--- config.mk ---
export PLATFORM = sky130hd
export DESIGN_NAME = product_code_decoder_flat
export DESIGN_NICKNAME = d
export VERILOG_FILES = /design/src/rtl/product_code_decoder_if.sv /design/src/rtl/product_code_decoder.sv /design/src/flat_wrapper.sv
export SDC_FILE = /design/constraint.sdc
export NUM_CORES = 1
export LEC_CHECK = 0
export ABC_CLOCK_PERIOD_IN_PS = 7600
export CAP_MARGIN = 20
export CORE_MARGIN = 2
export CORE_UTILIZATION = 35
export DETAILED_ROUTE_END_ITERATION = 10
export GPL_TIMING_DRIVEN = 0
export SLEW_MARGIN = 20
export SYNTH_ARGS = -nofsm -noshare
export SYNTH_HDL_FRONTEND = slang
export SYNTH_SLANG_ARGS = --single-unit
--- constraint.sdc ---
create_clock -name clk -period 7.6 [get_ports clk]
set_clock_uncertainty 0.2 [all_clocks]
set_input_delay 1.52 -clock clk [delete_from_list [all_inputs] [get_ports clk]]
set_output_delay 1.52 -clock clk [all_outputs]
set_load 0.02 [all_outputs]
--- src/rtl/product_code_decoder_if.sv ---
// rtl/product_code_decoder_if.sv - codeword-in / result-out handshake bundle for the product-code decoder
`timescale 1ns/1ps

interface product_code_decoder_if #(
    parameter int NUM_SUB_WORDS = 2,
    parameter int CNT_WIDTH     = 16
);
    logic                       in_valid;
    logic                       in_ready;
    logic [63:0]                codeword_in;
    logic                       out_valid;
    logic                       out_ready;
    logic [4*NUM_SUB_WORDS-1:0] data_out;
    logic                       error_detected;
    logic                       error_corrected;
    logic                       uncorrectable;
    logic [CNT_WIDTH-1:0]       corr_count;

    modport slave (
        input  in_valid, codeword_in, out_ready,
        output in_ready, out_valid, data_out,
               error_detected, error_corrected, uncorrectable, corr_count
    );

    modport master (
        output in_valid, codeword_in, out_ready,
        input  in_ready, out_valid, data_out,
               error_detected, error_corrected, uncorrectable, corr_count
    );
endinterface

--- src/rtl/product_code_decoder.sv ---
// rtl/product_code_decoder.sv - multi-cycle product-code decoder, one Hamming(8,4) row per cycle
// with the per-sub-word column word as double-error fallback.
`timescale 1ns/1ps

module product_code_decoder #(
    parameter int NUM_SUB_WORDS = 2,
    parameter int CNT_WIDTH     = 16
) (
    input  logic                   clk,
    input  logic                   rst_n,
    product_code_decoder_if.slave  bus
);
    localparam int N       = NUM_SUB_WORDS;
    localparam int DW      = 4 * N;
    localparam int CW_BITS = 13 * N;
    localparam int IDX_W   = (N > 1) ? $clog2(N) : 1;
    localparam logic [IDX_W-1:0] LAST_IDX = IDX_W'(N - 1);

    localparam logic [1:0] ST_IDLE = 2'd0;
    localparam logic [1:0] ST_ROW  = 2'd1;
    localparam logic [1:0] ST_DONE = 2'd2;

    logic [1:0]           state;
    logic [IDX_W-1:0]     idx;
    logic [CW_BITS-1:0]   cw_r;
    logic [DW-1:0]        data_r;
    logic                 det_r;
    logic                 unc_r;
    logic                 out_valid_r;
    logic [CNT_WIDTH-1:0] cnt_r;

    logic [7:0] row_cur;
    logic [4:0] col_cur;
    logic [5:0] row_res;
    logic       det_n;
    logic       unc_n;
    logic       unused_cw;

    // Result packing: {uncorrectable, detected, data[3:0]}
    function automatic logic [5:0] decode_row(input logic [7:0] c, input logic [4:0] col);
        logic [2:0] syn;
        logic       p;
        logic [7:0] fixed;
        logic [3:0] raw;
        logic [5:0] res;
        syn   = {c[3] ^ c[4] ^ c[5] ^ c[6],
                 c[1] ^ c[2] ^ c[5] ^ c[6],
                 c[0] ^ c[2] ^ c[4] ^ c[6]};
        p     = ^c;
        raw   = {c[6], c[5], c[4], c[2]};
        fixed = c;
        if (syn != 3'd0) begin
            fixed[syn - 3'd1] = ~c[syn - 3'd1];
        end
        if (syn == 3'd0 && !p) begin
            res = {2'b00, raw};
        end else if (syn != 3'd0 && p) begin
            res = {2'b01, fixed[6], fixed[5], fixed[4], fixed[2]};
        end else if (syn == 3'd0) begin
            res = {2'b01, raw};
        end else if (^col == 1'b0) begin
            res = {2'b01, col[3:0]};
        end else begin
            res = {2'b11, raw};
        end
        return res;
    endfunction

    always_comb begin
        row_cur = cw_r[8*int'(idx) +: 8];
        col_cur = cw_r[8*N + 5*int'(idx) +: 5];
        row_res = decode_row(row_cur, col_cur);
        det_n   = det_r | row_res[4];
        unc_n   = unc_r | row_res[5];
    end

    always_ff @(posedge clk or negedge rst_n) begin
        if (!rst_n) begin
            state       <= ST_IDLE;
            idx         <= '0;
            cw_r        <= '0;
            data_r      <= '0;
            det_r       <= 1'b0;
            unc_r       <= 1'b0;
            out_valid_r <= 1'b0;
            cnt_r       <= '0;
        end else begin
            case (state)
                ST_IDLE: begin
                    if (bus.in_valid) begin
                        cw_r  <= bus.codeword_in[CW_BITS-1:0];
                        idx   <= '0;
                        det_r <= 1'b0;
                        unc_r <= 1'b0;
                        state <= ST_ROW;
                    end
                end
                ST_ROW: begin
                    data_r[4*int'(idx) +: 4] <= row_res[3:0];
                    det_r <= det_n;
                    unc_r <= unc_n;
                    if (idx == LAST_IDX) begin
                        state <= ST_DONE;
                        if (det_n && !unc_n && (cnt_r != {CNT_WIDTH{1'b1}})) begin
                            cnt_r <= cnt_r + 1'b1;
                        end
                    end else begin
                        idx <= idx + 1'b1;
                    end
                end
                ST_DONE: begin
                    // out_valid rises one cycle into DONE so data, flags and count are all settled
                    if (!out_valid_r) begin
                        out_valid_r <= 1'b1;
                    end else if (bus.out_ready) begin
                        out_valid_r <= 1'b0;
                        state       <= ST_IDLE;
                    end
                end
                default: state <= ST_IDLE;
            endcase
        end
    end

    assign bus.in_ready        = (state == ST_IDLE);
    assign bus.out_valid       = out_valid_r;
    assign bus.data_out        = data_r;
    assign bus.error_detected  = det_r;
    assign bus.error_corrected = det_r & ~unc_r;
    assign bus.uncorrectable   = unc_r;
    assign bus.corr_count      = cnt_r;
    assign unused_cw           = ^bus.codeword_in[63:CW_BITS];
endmodule
--- src/flat_wrapper.sv ---
// flat-port wrapper written by rule: the top's interface ports become plain ports
module product_code_decoder_flat 
#(
    parameter int NUM_SUB_WORDS = 2,
    parameter int CNT_WIDTH     = 16
)
  (clk, rst_n, bus_in_valid, bus_codeword_in, bus_out_ready, bus_in_ready, bus_out_valid, bus_data_out, bus_error_detected, bus_error_corrected, bus_uncorrectable, bus_corr_count);
  product_code_decoder_if #(.NUM_SUB_WORDS(NUM_SUB_WORDS), .CNT_WIDTH(CNT_WIDTH)) bus_i ();
  input  logic clk;
  input  logic rst_n;
  input wire logic [$bits(bus_i.in_valid)-1:0] bus_in_valid;
  input wire logic [$bits(bus_i.codeword_in)-1:0] bus_codeword_in;
  input wire logic [$bits(bus_i.out_ready)-1:0] bus_out_ready;
  output wire logic [$bits(bus_i.in_ready)-1:0] bus_in_ready;
  output wire logic [$bits(bus_i.out_valid)-1:0] bus_out_valid;
  output wire logic [$bits(bus_i.data_out)-1:0] bus_data_out;
  output wire logic [$bits(bus_i.error_detected)-1:0] bus_error_detected;
  output wire logic [$bits(bus_i.error_corrected)-1:0] bus_error_corrected;
  output wire logic [$bits(bus_i.uncorrectable)-1:0] bus_uncorrectable;
  output wire logic [$bits(bus_i.corr_count)-1:0] bus_corr_count;
  assign bus_i.in_valid = bus_in_valid;
  assign bus_i.codeword_in = bus_codeword_in;
  assign bus_i.out_ready = bus_out_ready;
  assign bus_in_ready = bus_i.in_ready;
  assign bus_out_valid = bus_i.out_valid;
  assign bus_data_out = bus_i.data_out;
  assign bus_error_detected = bus_i.error_detected;
  assign bus_error_corrected = bus_i.error_corrected;
  assign bus_uncorrectable = bus_i.uncorrectable;
  assign bus_corr_count = bus_i.corr_count;
  product_code_decoder #(.NUM_SUB_WORDS(NUM_SUB_WORDS), .CNT_WIDTH(CNT_WIDTH)) u_core (.clk(clk), .rst_n(rst_n), .bus(bus_i));
endmodule
# --- Word-level counts from Yosys, hierarchy flattened ---
# Index checks and enable logic that the tools add are counted.
word_totals:
  out_inout_bits: 29
  reg_bits: 56
  elab_cells: 81
  in_bits: 68
classes:
  n_shift: 4
  bitwise_logic: 14
  n_mux: 23
  eq_ne: 7
  n_reduce_logical: 17
  multipliers: 1
  n_addsub: 5
  magnitude_cmp: 2
op_table:
  columns: ["operator", "n"]
  rows:
  - ["negator 3 -> 33 bit", 1]
  - ["variable shift 4 x 33 -> 8 bit, first input constant", 1]
  - ["variable part select 4 x 33 -> 8 bit", 1]
  - ["adder 6 x 32 -> 32 bit, first input constant", 1]
  - ["variable part select 26 x 32 -> 5 bit", 1]
  - ["variable part select 26 x 5 -> 8 bit", 1]
  - ["two-way mux 6 bit", 4]
  - ["adder 16 x 1 -> 16 bit, second input constant", 1]
  - ["bitwise mux 8 bit", 2]
  - ["!= test 16 bit, second input constant", 1]
  - ["bitwise XOR 1 bit", 9]
  - ["two-way mux 2 bit", 4]
  - ["parity 8 bit", 1]
  - ["two-way mux 7 bit", 1]
  - ["two-way mux 1 bit", 6]
  - ["case mux 1 bit (2 select lines)", 3]
  - ["case mux 2 bit (3 select lines)", 1]
  - ["logical AND 1 bit", 5]
  - ["parity 5 bit", 1]
  - ["less-than comparator 3 x 4 -> 1 bit, second input constant", 1]
  - ["multiplier 3 x 1 -> 4 bit, first input constant", 1]
  - ["!= test 2 x 1 -> 1 bit, second input constant", 2]
  - ["!= test 2 bit, second input constant", 2]
  - ["AND reduction 2 bit", 2]
  - ["17 further kinds", 20]

# --- Depth between registers and ports, before layout ---
# Gate-level depths: netlist of run 1.
logic_depth:
  depth_word: 18
  ltp_mapped: 15
  ltp_nobuf: 13

# --- Worst setup path after synthesis of run 1 ---
# Ideal clock, no wire load.
synth_timing:
  kind: "reg2reg"
  startpoint: "reg u_core.idx"
  endpoint: "reg u_core.cnt_r[1] (netlist: u_core.bus.corr_count[1])"
  setup_slack_ps: 4222
  stages_incl_launch_ff: 14
  n_path_buf: 5
  arrival_ps: 3052
  path_cell_list: "dfrtp_1 > buf_6 > buf_2 > buf_1 > mux2i_1 > xnor2_1 > xnor2_1 > ha_1 > ha_1 > buf_1 > o31a_1 > o211ai_4 > buf_6 > mux2_4"
synth_between:
  elab_chain_cells: 13
  elab_cells_between_ends: 30
  cone_classes: "add/sub (1); mul (1); shift (2); mux (4); bitwise (11); reduce/logical (11)"
synth_lines:
  columns: ["element", "line", "rtl"]
  rows:
  - ["from (decl)", "product_code_decoder.sv:24", "logic [IDX_W-1:0] idx;"]
  - ["from (signal assigned)", "product_code_decoder.sv:108", "idx <= idx + 1'b1;"]
  - ["multiplier 3 x 1 -> 4 bit / variable part select 26 x 5 -> 8 bit (equally long branches)", "product_code_decoder.sv:71, product_code_decoder.sv:70", null]
  - ["adder 6 x 32 -> 32 bit (tied with other cells)", "product_code_decoder.sv:71", "col_cur = cw_r[8*N + 5*int'(idx) +: 5];"]
  - ["variable part select 26 x 32 -> 5 bit (tied with other cells)", "product_code_decoder.sv:71", null]
  - ["parity 5 bit (tied with other cells)", "product_code_decoder.sv:61", "end else if (^col == 1'b0) begin"]
  - ["two-way mux 6 bit (tied with other cells)", "product_code_decoder.sv:61", null]
  - ["two-way mux 6 bit / logical AND 1 bit (equally long branches)", "product_code_decoder.sv:59, product_code_decoder.sv:57", null]
  - ["two-way mux 6 bit", "product_code_decoder.sv:57", "end else if (syn != 3'd0 && p) begin"]
  - ["two-way mux 6 bit", "product_code_decoder.sv:55", "if (syn == 3'd0 && !p) begin"]
  - ["bitwise OR 1 bit", "product_code_decoder.sv:74", "unc_n = unc_r | row_res[5];"]
  - ["zero test 1 bit", "product_code_decoder.sv:104", "if (det_n && !unc_n && (cnt_r != {CNT_WIDTH{1'b1}})) begin"]
  - ["logical AND 1 bit (2 in series)", "product_code_decoder.sv:104", null]
  - ["AND reduction 3 bit (no source line) *", null, null]
  - ["to (signal assigned)", "product_code_decoder.sv:105", "cnt_r <= cnt_r + 1'b1;"]
  - ["to (decl)", "product_code_decoder.sv:30", "logic [CNT_WIDTH-1:0] cnt_r;"]
# Every way passes the cells marked *; elsewhere a longest branch is shown, timed or not.
# A chain may end at the register's enable or synchronous reset.

# --- Worst setup path in the final report of run 1 ---
layout_timing:
  startpoint: "reg u_core.idx"
  endpoint: "reg u_core.data_r[3] (netlist: u_core.bus.data_out[3])"
layout_between:
  elab_chain_cells: 15
  elab_cells_between_ends: 39
  cone_classes: "add/sub (3); mul (1); order compare (2); shift (4); mux (11); bitwise (10); reduce/logical (8)"
layout_lines:
  columns: ["element", "line", "rtl"]
  rows:
  - ["branches (longest 14 deep; another with adder 6 x 32 -> 32 bit)", null, null]
  - ["bitwise mux 8 bit *", "product_code_decoder.sv:99", "data_r[4*int'(idx) +: 4] <= row_res[3:0];"]
  - ["to (signal, indexed assignment)", "product_code_decoder.sv:99", null]
  - ["to (decl)", "product_code_decoder.sv:26", "logic [DW-1:0] data_r;"]
# Mark *: on every way between the ends. The select of a mux whose other input is x is not followed.

==> impl_metrics.env, run 1 <==
export IMPL_area_growth_pct=26.4
export IMPL_fin_setup_tns_ps=0
export IMPL_first_global_vias=2143
export IMPL_yosys_area_top_type_share_pct=45.6
export IMPL_hpwl_um=4770
export IMPL_wire_per_inst_um=14.4
export IMPL_report_final_slew_viol_count=0
export IMPL_die_w_um=97.7
export IMPL_cts_root_buf="clkbuf_8"
export IMPL_gp_congestion=0.838
export IMPL_cts_resized_gates=0
export IMPL_synth_edff_count=0
export IMPL_synth_area_mm2=0.00307
export IMPL_numCtsBuffers=5
export IMPL_cap_violations=0
export IMPL_routed_wirelength_um=6430
export IMPL_synthArstFlopShare_pct=100
export IMPL_insertion_delay_ps=310
export IMPL_clock_sinks=56
export IMPL_clockBufferDepth=2
export IMPL_synth_fp_nets=344
export IMPL_ctsHoldBuffers=0
export IMPL_cts_max_level=2
export IMPL_n_antenna_cell=0
export IMPL_synth_area_per_cell_um2=11.3
export IMPL_setup_viol=0
export IMPL_overflow=0
export IMPL_cts_tree="built"
export IMPL_syn_inst=272
export IMPL_yosys_area_top_type="dfrtp_1"
export IMPL_grt_pass1_wl_um=10700
export IMPL_yosysMostFrequentCell="dfrtp_1"
export IMPL_cts_setup_buffers=0
export IMPL_dr_first_iter_drc_count=90
export IMPL_cp_end_kind="flip-flop"
export IMPL_synth_ff_type="dfrtp_1"
export IMPL_die_y_um=97.7
export IMPL_viasPerCell=4.97
export IMPL_met3_usage_pct=2.45
export IMPL_arrival_ps=4020
export IMPL_period_share_pct=52.6
export IMPL_ys_types=45
export IMPL_drive_above_1_share_pct=16.3
export IMPL_worstSetupPathType="reg -> reg"
export IMPL_synth_seq_cells=56
export IMPL_fin_cells=445
export IMPL_hold_path_class="reg -> reg"
export IMPL_grt_use_met1_pct=19.6
export IMPL_num_vias=2213
export IMPL_drc_errors=0
export IMPL_synth_commonest_cells="dfrtp_1, mux2_2, nand2_1"
export IMPL_die_area_mm2=0.00954
export IMPL_max_freq_mhz=250
export IMPL_critPathLaunchType="flip-flop"
export IMPL_synthTopCellsByArea="dfrtp_1, mux2_2, xor2_1, mux2i_1, xnor2_1"
export IMPL_clkTransAtPathRegs_ps=100
export IMPL_grt_total_usage_pct=13.7
export IMPL_initial_utilization_pct=35.6
export IMPL_ant_nets=0
export IMPL_antenna_found_initial=0
export IMPL_final_min_clock_period_ps=4000
export IMPL_required_ps=7620
export IMPL_relSlewSlack_pct=44.9
export IMPL_path_max_fanout=10
export IMPL_num_io_pins=97
export IMPL_grt_setup_unrepaired="false"
export IMPL_dpl_cell_count=438
export IMPL_grt_use_met2_pct=21.7
export IMPL_final_core_util_pct=44.9
export IMPL_status="complete, no violations"
export IMPL_yosys_warnings=0
export IMPL_tightest_slew_ps=823
export IMPL_rows=34
export IMPL_grt_start_max_net_pins=57
export IMPL_yosysSeqAreaShare_pct=45.6
export IMPL_port_buffers=58
export IMPL_nets=409
export IMPL_hold_violations=0
export IMPL_core_area_mm2=0.00864
export IMPL_dr_pass1_iters=4
export IMPL_grt_busiest_layer="met2"
[cells in the final DEF (no fill, tap or decap), types with 3 or more instances in the layout]
cell type,instances
clkbuf_1,3
xor2_2,3
nand2b_1,3
a21oi_1,8
mux2_2,28
dfrtp_1,56
xnor2_2,3
nor3_1,7
clkbuf_8,7
mux2i_1,13
nor2_1,16
buf_1,3
inv_1,3
o21ai_0,11
ha_1,4
xor2_1,20
nand3_1,10
clkdlybuf4s50_1,57
nor2b_1,3
a31oi_1,5
nand4_1,3
nand2_1,24
xnor2_1,12
[worst max-delay path: stages, from the launching register on]
cell and delay (ps):
dfrtp_1 360, buf_6 170, buf_2 260, buf_1 540
mux2i_1 280, xnor2_1 150, xnor2_1 100, ha_1 210
ha_1 300, nor3_1 360, nand4b_1 140, mux2_2 270
o22ai_1 140, a211o_1 120, o21ai_0 110, o21ai_0 200
[registers in the layout, indices dropped and copies added, names as in the netlist]
register and flops:
u_core.bus.corr_count 16, u_core.state 2, u_core.idx 1, u_core.bus.uncorrectable 1
u_core.bus.data_out 8, u_core.bus.error_detected 1, u_core.cw_r 26, u_core.bus.out_valid 1
[cell families after synthesis]
kind of cell,share of synthesized area (%)
flops,45.6
fa+ha+maj,1.63
buf+inv,2.16
compound gates,6.93
mux,16.7
simple gates,13.2
xor+xnor,13.8
[cell type report]
type / count / area, um2
Fill cell: 824 / 4750
Buffer: 10 / 55.1
Inverter: 3 / 11.3
Clock buffer: 7 / 96.3
Sequential cell: 56 / 1400
Tap cell: 108 / 135
Multi-Input combinational cell: 203 / 1600
Timing Repair Buffer: 58 / 578
[worst paths after layout]
kind / startpoint / to / slack, ps / depth (start not counted)
max reg2reg: u_core.idx / u_core.bus.data_out[3] / 3600 / 15
min: u_core.bus.data_out[6] / u_core.bus.data_out[6] / 290 / 2
min reg2reg: u_core.bus.data_out[6] / u_core.bus.data_out[6] / 290 / 2
max: u_core.idx / u_core.bus.data_out[3] / 3600 / 15
min in group asynchronous: rst_n / u_core.cw_r[12] / 1050 / 1
max in group asynchronous: rst_n / u_core.cw_r[1] / 5650 / 1
[layer usage]
metal  wire (um)  up-vias
met1        3100     1076
met2        2990       54
met5           0        -
li1            -     1079
met4          60        0
met3         285        4
[metrics by stage]
stage | worst slack (ps) | area (um2) | hold slack, ps
finish | 3600 | 3880 | 289
global route | 3290 | 3880 | 309
CTS | 3630 | 3880 | 293
detailed placement | 3500 | 3780 | 271
global placement | 3000 | 3790 | 264
floorplan | 4220 | 3070 | 262
Power of run 1 is not shown: default switching activity piles up to over one toggle a cycle in this logic, so the estimate is an artifact.
==> run 2, diff against run 1 <==
--- a/config.mk
+++ b/config.mk
@@ -5,12 +5,13 @@
 export SDC_FILE = /design/constraint.sdc
 export NUM_CORES = 1
 export LEC_CHECK = 0
-export ABC_CLOCK_PERIOD_IN_PS = 7600
+export ABC_CLOCK_PERIOD_IN_PS = 3600
 export CAP_MARGIN = 20
 export CORE_MARGIN = 2
 export CORE_UTILIZATION = 35
 export DETAILED_ROUTE_END_ITERATION = 10
 export GPL_TIMING_DRIVEN = 0
+export PLACE_DENSITY = 0.66
 export SLEW_MARGIN = 20
 export SYNTH_ARGS = -nofsm -noshare
 export SYNTH_HDL_FRONTEND = slang
==> constraint.sdc (replaced) <==
create_clock -name clk -period 3.6 [get_ports clk]
set_clock_uncertainty 0.2 [all_clocks]
set_input_delay 0.72 -clock clk [delete_from_list [all_inputs] [get_ports clk]]
set_output_delay 0.72 -clock clk [all_outputs]
set_load 0.02 [all_outputs]
==> run 2 against run 1 <==
  * Wire length up 1.7%
  * Die area is the same
  * Cell area is 1.3% higher
  * Utilization is 0.58 points higher
  * Hold slack worse by 31 ps
  * Sequential share of layout area shrank 0.46 points
  * Count of clock-buffer cells in the layout fell by 1
  * Maximum frequency increased by 17%
  * Critical endpoint is now u_core.bus.data_out[7]
==> impl_metrics.env, run 2 (synthesized netlist as in run 1, its figures left out) <==
export IMPL_r2r_cells=14
export IMPL_dr_pass1_iters=4
export IMPL_path_max_fanout=10
export IMPL_clockBufferDepth=2
export IMPL_ctsHoldBuffers=0
export IMPL_r2r_start="u_core.idx"
export IMPL_cap_violations=0
export IMPL_hpwl_um=4920
export IMPL_area_growth_pct=28.0
export IMPL_hold_path_class="in -> async"
export IMPL_n_antenna_cell=0
export IMPL_hold_violations=0
export IMPL_arrival_ps=3450
export IMPL_status="complete, no violations"
export IMPL_viasPerCell=4.97
export IMPL_relSlewSlack_pct=44.0
export IMPL_clkTransAtPathRegs_ps=100
export IMPL_setup_viol=0
export IMPL_worst_hold_slack_ps=258
export IMPL_fin_cells=445
export IMPL_slowest_stage="mux2i_2"
export IMPL_fin_ws_ps=182
export IMPL_antenna_found_initial=0
export IMPL_gp_congestion=0.799
export IMPL_regMostFlops="u_core.cw_r"
export IMPL_nets=408
export IMPL_final_core_util_pct=45.5
export IMPL_cp_cell_sequence="buf_6 -> buf_6 -> mux2i_2 -> xnor2_1 -> xnor2_1 -> ha_1 -> ha_1 -> nor3_4 -> nand4b_1 -> mux2_2 -> o22ai_1 -> a211o_1 -> o21ai_0 -> o21ai_0"
export IMPL_num_io_pins=97
export IMPL_cts_max_level=2
export IMPL_drc_errors=0
export IMPL_core_area_mm2=0.00864
export IMPL_grt_setup_unrepaired="false"
export IMPL_routed_wirelength_um=6540
export IMPL_r2r_end="u_core.bus.data_out[7]"
export IMPL_max_stage_delay_ps=380
export IMPL_cts_tree="built"
export IMPL_grt_total_usage_pct=14.3
export IMPL_die_area_mm2=0.00954
export IMPL_rows=34
export IMPL_grt_start_max_net_pins=57
export IMPL_cts_setup_buffers=0
export IMPL_critPathLaunchType="flip-flop"
export IMPL_fillers=809
export IMPL_crit_start="u_core.idx"
export IMPL_cp_end_kind="flip-flop"
export IMPL_initial_utilization_pct=35.6
export IMPL_tightest_slew_ps=837
export IMPL_final_cell_mix="clkdlybuf4s50_1, dfrtp_1, mux2_2, nand2_1, xor2_1"
export IMPL_cts_root_buf="clkbuf_8"
export IMPL_wire_per_inst_um=14.7
export IMPL_die_w_um=97.7
export IMPL_period_share_pct=94.9
export IMPL_die_y_um=97.7
export IMPL_largest_register_ffs=26
export IMPL_clock_sinks=56
export IMPL_first_global_vias=2214
export IMPL_layout_commonest_cell="clkdlybuf4s50_1"
export IMPL_num_vias=2210
export IMPL_dr_first_iter_drc_count=60
export IMPL_drive_above_1_share_pct=18.1
export IMPL_rrSetupSlack_ps=180
export IMPL_dpl_cell_count=438
export IMPL_ant_nets=0
export IMPL_report_final_slew_viol_count=0
export IMPL_dp_slack_ps=-389
export IMPL_grt_pass1_wl_um=11100
export IMPL_insertion_delay_ps=310
export IMPL_final_min_clock_period_ps=3420
export IMPL_overflow=0
export IMPL_max_freq_mhz=293
export IMPL_port_buffers=58
export IMPL_required_ps=3630
export IMPL_numCtsBuffers=5
export IMPL_worstSetupPathType="reg -> reg"
## run 2: cell count changes in the layout (fill, tap and decap cells not counted), sizes merged
cell / previous run / this run
buf: 8 / 7
bufinv: 0 / 1
clkbuf: 10 / 9
clkinv: 0 / 1
## run 2: critical path, delay by kind of cell (launching register included)
| kind | cells | cell delay (ps) |
|---|---|---|
| buf+inv | 2 | 330 |
| xor+xnor | 2 | 280 |
| mux | 2 | 660 |
| flops | 1 | 350 |
| compound gates | 4 | 600 |
| simple gates | 2 | 330 |
| fa+ha+maj | 2 | 580 |
## run 2: final cells by class
class / count / area [um2] / share of cell area [%]
multi-input cells: 203 / 1630 / 41.4
clock buffers: 6 / 72.6 / 1.85
plain buffers: 9 / 68.8 / 1.75
inverters: 3 / 11.3 / 0.286
well taps: 108 / 135 / 3.44
flip-flops and latches: 56 / 1400 / 35.6
repair buffers: 58 / 578 / 14.7
clock inverters: 2 / 35.0 / 0.891
## run 2: metal layers
metal,vias to the layer above,wire length [um],GRT usage (%)
met5,-,0,0
met4,0,84,4.17
met3,7,254,2.95
met2,43,3090,22.5
met1,1082,3110,20.0
li1,1078,-,-
## run 2: per-stage QoR
stage | cell area (um2) | setup TNS, ps
after floorplan | 3070 | 0
after global placement | 3790 | -8700
after detailed placement | 3780 | -3180
after CTS | 3910 | 0
after global routing | 3930 | 0
final | 3930 | 0
## run 2: how the worst max path moves through the flow
stage,end,slack [ps],cells past startpoint
after global placement,u_core.bus.data_out[7],-270,15
after floorplan,u_core.bus.corr_count[1],220,13
final,u_core.bus.data_out[7],180,14
after global routing,u_core.bus.data_out[7],7,14
after CTS,u_core.bus.data_out[7],20,15
after detailed placement,u_core.bus.data_out[7],-390,15
## run 2: repair_timing
action                                  4_1_cts  5_1_grt
endpoints found under the setup margin       22       16
gates resized for setup                       4       10
hold endpoints to repair                      0        0
gates cloned                                  0        0
Power of run 2 is left out for the same reason.
==> run 3, diff against run 2 <==
--- a/config.mk
+++ b/config.mk
@@ -7,11 +7,14 @@
 export LEC_CHECK = 0
 export ABC_CLOCK_PERIOD_IN_PS = 3600
 export CAP_MARGIN = 20
+export CELL_PAD_IN_SITES_DETAIL_PLACEMENT = 0
+export CELL_PAD_IN_SITES_GLOBAL_PLACEMENT = 2
 export CORE_MARGIN = 2
 export CORE_UTILIZATION = 35
 export DETAILED_ROUTE_END_ITERATION = 10
+export DONT_BUFFER_PORTS = 1
 export GPL_TIMING_DRIVEN = 0
-export PLACE_DENSITY = 0.66
+export PLACE_DENSITY_LB_ADDON = 0.1
 export SLEW_MARGIN = 20
 export SYNTH_ARGS = -nofsm -noshare
 export SYNTH_HDL_FRONTEND = slang
==> run 3 against run 2 <==
  * Cell area down 15%
  * Highest routed layer unchanged
  * Via count down 9.4%
  * Register-to-register slack better by 30 ps
  * Hold slack worse by 200 ps
  * Largest cell class unchanged
  * Maximum frequency up 1.0%
  * Critical endpoint unchanged
  * Flip-flop and latch count unchanged
  * Critical path depth down 1
  * Sequential share of layout area up 6.4 points
  * First-iteration DRC count down 17%
==> impl_metrics.env, run 3 (synthesized netlist as in run 1, its figures left out) <==
export IMPL_dr_pass1_iters=4
export IMPL_core_area_mm2=0.00864
export IMPL_hold_path_class="in -> async"
export IMPL_drive_above_1_share_pct=19.7
export IMPL_viasPerCell=5.18
export IMPL_required_ps=3630
export IMPL_first_global_vias=1974
export IMPL_critPathLaunchType="flip-flop"
export IMPL_largest_register_ffs=26
export IMPL_regMostFlops="u_core.cw_r"
export IMPL_num_vias=2003
export IMPL_clkTransAtPathRegs_ps=100
export IMPL_tightest_slew_ps=965
export IMPL_grt_pass1_wl_um=11000
export IMPL_setup_viol=0
export IMPL_die_y_um=97.7
export IMPL_initial_utilization_pct=35.6
export IMPL_arrival_ps=3410
export IMPL_grt_total_usage_pct=14.5
export IMPL_cts_max_level=2
export IMPL_final_cell_mix="dfrtp_1, mux2_2, nand2_1, xor2_1, nor2_1"
export IMPL_report_final_slew_viol_count=0
export IMPL_rows=34
export IMPL_cap_violations=0
export IMPL_final_core_util_pct=38.6
export IMPL_hold_violations=0
export IMPL_ant_nets=0
export IMPL_num_io_pins=97
export IMPL_period_share_pct=94.0
export IMPL_final_min_clock_period_ps=3380
export IMPL_worstSetupPathType="reg -> reg"
export IMPL_port_buffers=0
export IMPL_cts_root_buf="clkbuf_8"
export IMPL_wire_per_inst_um=17.0
export IMPL_fin_setup_tns_ps=0
export IMPL_drc_errors=0
export IMPL_numCtsBuffers=5
export IMPL_overflow=0
export IMPL_insertion_delay_ps=310
export IMPL_cp_end_kind="flip-flop"
export IMPL_max_freq_mhz=296
export IMPL_grt_start_max_net_pins=57
export IMPL_die_w_um=97.7
export IMPL_r2r_start="u_core.idx"
export IMPL_clock_sinks=56
export IMPL_dr_first_iter_drc_count=50
export IMPL_cts_setup_buffers=0
export IMPL_area_growth_pct=8.39
export IMPL_die_area_mm2=0.00954
export IMPL_routed_wirelength_um=6580
export IMPL_antenna_found_initial=0
export IMPL_clockBufferDepth=2
export IMPL_crit_start="u_core.idx"
export IMPL_gp_congestion=0.738
export IMPL_relSlewSlack_pct=35.4
export IMPL_grt_setup_unrepaired="false"
export IMPL_cts_tree="built"
export IMPL_layout_commonest_cell="dfrtp_1"
export IMPL_nets=350
export IMPL_n_antenna_cell=0
export IMPL_path_max_fanout=16
export IMPL_status="complete, no violations"
export IMPL_hpwl_um=4830
run 3: metrics by stage:
stage	instances	hold slack, ps	worst slack, ps	instance area [um2]
after detailed placement	380	226	-473	3210
after CTS	388	64.2	146	3320
after global placement	380	226	-484	3210
final	387	54.3	216	3330
after floorplan	272	224	222	3070
after global routing	387	50.1	11.9	3330
run 3: final timing paths:
check                                                 end  slack [ps]  depth (start not counted)
worst max-delay path               u_core.bus.data_out[7]         220                         13
worst min-delay path            u_core.bus.corr_count[11]          50                          1
worst max register to register     u_core.bus.data_out[7]         220                         13
worst min register to register            u_core.state[0]         320                          1
max in group asynchronous                  u_core.cw_r[4]        2880                          1
min in group clk                          u_core.state[0]         320                          1
run 3: repair_timing:
item,CTS,global route
gates cloned,0,0
hold buffers,1,0
endpoints found under the setup margin,24,7
endpoints found under the hold margin,56,0
gates resized for setup,3,2
run 3: final cells by class:
| class | instances | area [um2] |
|---|---|---|
| buffer | 8 | 53.8 |
| clock buffer | 7 | 76.3 |
| clock inverter | 1 | 8.76 |
| fill | 852 | 5310 |
| inverter | 3 | 11.3 |
| multi-input combinational | 203 | 1620 |
| sequential | 56 | 1400 |
| tap | 108 | 135 |
| timing repair buffer | 1 | 27.5 |
run 3: metal layers:
metal | wire length (um) | up-vias | GRT usage (%)
met5 | 0 | - | 0
met2 | 2800 | 47 | 19.5
met1 | 3370 | 981 | 22.7
met3 | 341 | 5 | 4.24
li1 | - | 970 | -
met4 | 68 | 0 | 3.53
run 3: critical path, cell delays in order (launching register included):
cell and delay, ps:
dfrtp_1 370, buf_6 220, mux2i_1 450, xnor2_1 140
xnor2_1 150, ha_1 210, ha_1 320, nor3_4 270
nand4b_1 110, mux2_2 270, o22ai_1 130, a211o_1 130
o21ai_0 150, o21ai_0 180
Power of run 3 is left out for the same reason.
